===== src/rtl/noc_pkg.sv =====
// Shared NoC definitions: flit type encodings, default field widths and
// a helper to pull the type field out of a {type, payload} flit.
package noc_pkg;

  localparam int NOC_TYPE_W = 2;
  localparam int NOC_DATA_W = 64;
  localparam int NOC_VCH_W  = 1;

  typedef enum logic [NOC_TYPE_W-1:0] {
    FT_NONE = 2'd0,
    FT_HEAD = 2'd1,
    FT_DATA = 2'd2,
    FT_TAIL = 2'd3
  } flit_type_e;

  function automatic flit_type_e flit_type(input logic [NOC_TYPE_W+NOC_DATA_W-1:0] flit);
    return flit_type_e'(flit[NOC_TYPE_W+NOC_DATA_W-1 -: NOC_TYPE_W]);
  endfunction

endpackage


===== src/rtl/flit_fifo.sv =====
// Flit storage with wrap-around pointers and a registered head output.
// The caller guarantees no read when empty and no write when full without a read.
module flit_fifo #(
  parameter int W     = 67,
  parameter int DEPTH = 4
) (
  input  logic                     clk,
  input  logic                     rst,
  input  logic                     wr_en,
  input  logic [W-1:0]             wr_data,
  input  logic                     rd_en,
  output logic [W-1:0]             head_data,
  output logic                     head_valid,
  output logic [$clog2(DEPTH):0]   count,
  output logic                     full
);

  localparam int PW = $clog2(DEPTH);
  localparam int CW = PW + 1;

  logic [W-1:0]  mem_q [DEPTH];
  logic [W-1:0]  mem_d [DEPTH];
  logic [PW-1:0] wr_ptr_q, wr_ptr_d;
  logic [PW-1:0] rd_ptr_q, rd_ptr_d;
  logic [CW-1:0] count_q, count_d;
  logic [W-1:0]  head_q, head_d;
  logic          valid_q, valid_d;

  always_comb begin
    mem_d    = mem_q;
    wr_ptr_d = wr_ptr_q;
    rd_ptr_d = rd_ptr_q;
    count_d  = count_q;
    if (wr_en) begin
      mem_d[wr_ptr_q] = wr_data;
      wr_ptr_d        = wr_ptr_q + PW'(1);
    end
    if (rd_en) begin
      rd_ptr_d = rd_ptr_q + PW'(1);
    end
    if (wr_en && !rd_en) begin
      count_d = count_q + CW'(1);
    end else if (!wr_en && rd_en) begin
      count_d = count_q - CW'(1);
    end
    // Head is taken from the post-write array so a write into an empty FIFO shows next cycle.
    head_d  = mem_d[rd_ptr_d];
    valid_d = (count_d != '0);
  end

  always_ff @(posedge clk or posedge rst) begin
    if (rst) begin
      mem_q    <= '{default: '0};
      wr_ptr_q <= '0;
      rd_ptr_q <= '0;
      count_q  <= '0;
      head_q   <= '0;
      valid_q  <= 1'b0;
    end else begin
      mem_q    <= mem_d;
      wr_ptr_q <= wr_ptr_d;
      rd_ptr_q <= rd_ptr_d;
      count_q  <= count_d;
      head_q   <= head_d;
      valid_q  <= valid_d;
    end
  end

  assign head_data  = head_q;
  assign head_valid = valid_q;
  assign count      = count_q;
  assign full       = (count_q == CW'(DEPTH));

endmodule


===== src/rtl/input_buffer.sv =====
// Per-port input buffer: packet-framing filter, credit return and sticky error
// in front of a flit FIFO that feeds one router output mux input.
//
// state   | meaning
// IDLE    | between packets, only HEAD is accepted
// BODY    | inside a packet, DATA/TAIL/HEAD accepted
module input_buffer
  import noc_pkg::*;
#(
  parameter int DATA_W = NOC_DATA_W,
  parameter int TYPE_W = NOC_TYPE_W,
  parameter int VCH_W  = NOC_VCH_W,
  parameter int DEPTH  = 4
) (
  input  logic                      clk,
  input  logic                      rst,
  input  logic [TYPE_W+DATA_W-1:0]  idata,
  input  logic                      ivalid,
  input  logic [VCH_W-1:0]          ivch,
  output logic [1:0]                ocredit,
  output logic [TYPE_W+DATA_W-1:0]  odata,
  output logic                      ovalid,
  output logic [VCH_W-1:0]          ovch,
  input  logic                      iready,
  output logic                      perr,
  output logic [$clog2(DEPTH):0]    ocount
);

  localparam int FW = TYPE_W + DATA_W;

  localparam logic [0:0] ST_IDLE = 1'b0;
  localparam logic [0:0] ST_BODY = 1'b1;

  logic [0:0]        state_q, state_d;
  logic [1:0]        ocredit_q, ocredit_d;
  logic              perr_q, perr_d;

  flit_type_e        in_type;
  logic              deq;
  logic              wr_en;
  logic              drop_cred;
  logic              err;
  logic              fifo_full;
  logic              fifo_valid;
  logic [FW+VCH_W-1:0] fifo_head;

  assign in_type = flit_type(idata);
  assign deq     = fifo_valid && iready;

  always_comb begin
    state_d   = state_q;
    wr_en     = 1'b0;
    drop_cred = 1'b0;
    err       = 1'b0;
    if (ivalid) begin
      if (in_type == FT_NONE) begin
        drop_cred = 1'b1;
      end else if (state_q == ST_IDLE && in_type != FT_HEAD) begin
        drop_cred = 1'b1;
        err       = 1'b1;
      end else if (fifo_full && !deq) begin
        // Overflow means upstream ignored credits; no credit comes back for it.
        err = 1'b1;
      end else begin
        wr_en = 1'b1;
        if (state_q == ST_BODY && in_type == FT_HEAD) begin
          err = 1'b1;
        end
        state_d = (in_type == FT_TAIL) ? ST_IDLE : ST_BODY;
      end
    end
    ocredit_d = {1'b0, deq} + {1'b0, drop_cred};
    perr_d    = perr_q | err;
  end

  always_ff @(posedge clk or posedge rst) begin
    if (rst) begin
      state_q   <= ST_IDLE;
      ocredit_q <= '0;
      perr_q    <= 1'b0;
    end else begin
      state_q   <= state_d;
      ocredit_q <= ocredit_d;
      perr_q    <= perr_d;
    end
  end

  flit_fifo #(
    .W     (FW + VCH_W),
    .DEPTH (DEPTH)
  ) u_fifo (
    .clk        (clk),
    .rst        (rst),
    .wr_en      (wr_en),
    .wr_data    ({ivch, idata}),
    .rd_en      (deq),
    .head_data  (fifo_head),
    .head_valid (fifo_valid),
    .count      (ocount),
    .full       (fifo_full)
  );

  assign odata   = fifo_head[FW-1:0];
  assign ovch    = fifo_head[FW +: VCH_W];
  assign ovalid  = fifo_valid;
  assign ocredit = ocredit_q;
  assign perr    = perr_q;

endmodule


===== config.mk =====
export PLATFORM = sky130hd
export DESIGN_NAME = input_buffer
export DESIGN_NICKNAME = d
export VERILOG_FILES = /design/src/rtl/noc_pkg.sv /design/src/rtl/flit_fifo.sv /design/src/rtl/input_buffer.sv
export SDC_FILE = /design/constraint.sdc
export NUM_CORES = 1
export LEC_CHECK = 0
export ABC_CLOCK_PERIOD_IN_PS = 15800
export CORE_MARGIN = 2
export CORE_UTILIZATION = 45
export CTS_CLUSTER_SIZE = 12
export DETAILED_ROUTE_END_ITERATION = 8
export HOLD_SLACK_MARGIN = 0.02
export PLACE_DENSITY_LB_ADDON = 0.2
export SLEW_MARGIN = 20
export SYNTH_ARGS = -nofsm -noshare
export SYNTH_HDL_FRONTEND = slang
export SYNTH_SLANG_ARGS = --single-unit

===== constraint.sdc =====
create_clock -name clk -period 15.8 [get_ports clk]
set_clock_uncertainty 0.15 [all_clocks]
set_input_delay 3.16 -clock clk [delete_from_list [all_inputs] [get_ports clk]]
set_output_delay 3.16 -clock clk [all_outputs]
set_load 0.005 [all_outputs]

==> results.toml <==
[global_routing]
grt_max_degree = 117
antenna_found_initial = 1
grt_pass1_vias = 8807
gr-total-overflow = 0
grt_pass1_wl_um = 49600
grt_use_total_pct = 18.5

[sta]
tightest_slew_ps = 1100
slew_headroom_pct = 25.2
min_period_ps = 5960
finalHoldViolCount = 0
slew_violations = 0
final.setup.tns_ps = 0
setup_viol = 0
rsz0062_at_grt = "no"
fmax_mhz = 168
finalCritPeriodShare_pct = 37.7

[clock_network]
cts-resized-gates = 0
cts_buffers = 38
cts_max_level = 2
clk_pin_slew_ps = 50
ctsHoldBuffers = 0
clock_path_buffers = 3
post_cts_buffers = 0
cts_tree = "yes"
clk_root_buffer_cell = "clkbuf_16"
cts_sinks = 347
clock_latency_ps = 510

[finish]
diodes = 0
areaGrowthSynthToFinish_pct = 21.0
final_cell_mix = "dfrtp_1 (347), clkdlybuf4s50_1 (144), mux2_4 (127), mux2_2 (76)"
final_layout_size_suffix_gt1_share_pct = 25.8
fin_nets = 1174
final_common_cell = "dfrtp_1"

[synthesis]
ys_seq_elements = 347
synth_edf_count = 0
synth_ff_type = "dfrtp_1"
syn_area_um2 = 14700
yosysTopAreaCellShare_pct = 59.0
yosys-top-cells-area = "dfrtp_1 (59%), mux2_4 (13%), mux2_2 (5.8%)"
syn_nets = 1037
ys_seq_area_share_pct = 59.0
synth_cell_types = 44
syn-mean-instance-area_um2 = 15.4
synth_largest_area_cell = "dfrtp_1"
yosys_warnings = 0
post_synth_inst_count = 958
ys_async_sr_fraction_pct = 100

[drt]
drtPass1Iterations = 4
drc = 0
routedWlPerCell_um = 19.9
num_vias = 8252
avgViaCountPerCell = 5.28
drtAntennaViolNets = 0
initialDrtViolationCount = 462
wl_um = 31200

[critical_path]
crit_top_cell = "buf_4"
path_class = "in2reg"
worstPathRequired_ps = 16040
r2r_setup_slack_ps = 12210
cp.arrival_ps = 6190
worst_setup_path_end_kind = "flop"
crit_fanout = 33
reg2reg_depth = 10
cp-start-kind = "input pin"
path_cells = "clkdlybuf4s50_1 > o21a_2 > o2111ai_4 > buf_4 > buf_4 > mux2_2 > or2_1 > o211a_1"
max_stage_delay_ps = 700
r2r-end = "u_fifo.head_data[2]$_DFF_PP0_"
r2r_start = "u_fifo.count[0]$_DFF_PP0_"
cp_slowest_cell = "buf_4"

[job]
maxCapViolCount = 0

[placed_design]
hpwl_um = 17200
gp_congestion = 0.734
numPortBuffers = 144

[worst_hold_path]
min_path_cells = 2
worstHoldStart = "u_fifo.mem_q[266]$_DFF_PP0_"
hp-class = "reg2reg"
hold-path-endpoint = "u_fifo.mem_q[266]$_DFF_PP0_"

[power_and_ir_drop]
combPwrFrac_pct = 40.4
p_total_uw = 3990
p_per_area_nw_per_um2 = 224
pwr-share-clk_pct = 22.2
p_switching_uw = 1180
p_seq_share_pct = 37.4
switching_share_pct = 29.5
p_int_uw = 2810
leakage_uw = 0.00817
irDropWorstVdd_mv = 0.100

[floorplanning]
die-area_um2 = 34200
dieHeight_um = 185
num_rows = 66
io_pins = 145
core_um2 = 32400
initial_utilization_pct = 45.5
die_w_um = 185

[run_status]
status = "completed"
[Yosys cell counts, types with 2 or more instances]
cell,count
o21ai_0,6
nor2_1,4
nand3_1,2
buf_2,14
o2111ai_1,2
buf_1,6
ha_1,8
a22o_1,5
mux2_2,76
xnor2_1,4
clkbuf_1,23
mux2_1,57
or2_1,43
inv_1,9
dfrtp_1,347
o211a_1,66
o22a_1,67
mux2_4,127
buf_4,4
a221oi_1,2
nor3_1,3
or2_0,22
o221a_2,3
mux2i_1,2
nand2_1,23
buf_6,13
o2111ai_2,2
o22ai_1,2
[flip-flops by register name, indices dropped and copies added, names as in the netlist]
name,cells
u_fifo.mem_q,268
u_fifo.wr_ptr_q,2
u_fifo.count,3
u_fifo.head_valid,1
ocredit,2
perr,1
u_fifo.head_data,67
u_fifo.rd_ptr_q,2
state_q,1
[cells by family after synthesis]
logic type,share of synthesized area (%)
fa+ha+maj,0.680
flops,59.0
simple gates,3.90
buf+inv,2.64
compound gates,10.3
mux,23.3
xor+xnor,0.238
[metal layers]
layer  GRT usage, %  share of wire (%)  up-vias
met3           3.28                4.1       44
li1               -                  -     3751
met2           29.5                 46      157
met5              0              0.042        -
met1           26.4                 48     4298
met4           4.48                1.9        2
[power groups by stage]
stage	combinational [uW]	clock, uW	sequential, uW
floorplan	1140	0	1470
global placement	1590	0	1500
detailed placement	1620	0	1510
CTS	1630	909	1500
global route	1750	951	1530
finish	1610	884	1490
[critical path: cells and delay by family]
| kind | cells | cell delay, ps |
|---|---|---|
| and+or+nand+nor | 1 | 200 |
| muxes | 1 | 420 |
| AOI/OAI and AO/OA | 3 | 600 |
| buffers and inverters | 3 | 1780 |
[through the flow]
step / std cells / hold WS (ps) / area [um2] / util (%) / setup slack [ps]
2_1_floorplan: 958 / 290 / 14700 / - / 2870
3_3_place_gp: 1497 / 310 / 16500 / 51.1 / 9230
3_5_place_dp: 1497 / 312 / 16500 / 51.1 / 9200
4_1_cts: 1562 / 332 / 17800 / 55.0 / 9770
5_1_grt: 1562 / 343 / 17800 / 55.0 / 9700
6_report: 1562 / 329 / 17800 / 55.0 / 9840
[worst max path at each step]
stage          slack [ps]  cells after the start       from                             to
3_5_place_dp         9200                      4        rst    u_fifo.mem_q[141]$_DFF_PP0_
3_3_place_gp         9230                      4        rst    u_fifo.mem_q[141]$_DFF_PP0_
4_1_cts              9770                      4        rst     u_fifo.mem_q[70]$_DFF_PP0_
6_report             9840                      8  idata[65]  u_fifo.head_data[2]$_DFF_PP0_
2_1_floorplan        2870                      1        rst           ocredit[0]$_DFF_PP0_
5_1_grt              9700                      8  idata[65]  u_fifo.head_data[1]$_DFF_PP0_
[final cells by class]
class	instances	area, um2
Tap cell	442	553
Inverter	9	41.3
Sequential cell	347	8680
Timing Repair Buffer	157	1550
Fill cell	2658	14600
Multi-Input combinational cell	542	5730
Clock inverter	7	85.1
Clock buffer	58	1180
(Power assumes the default switching activity.)
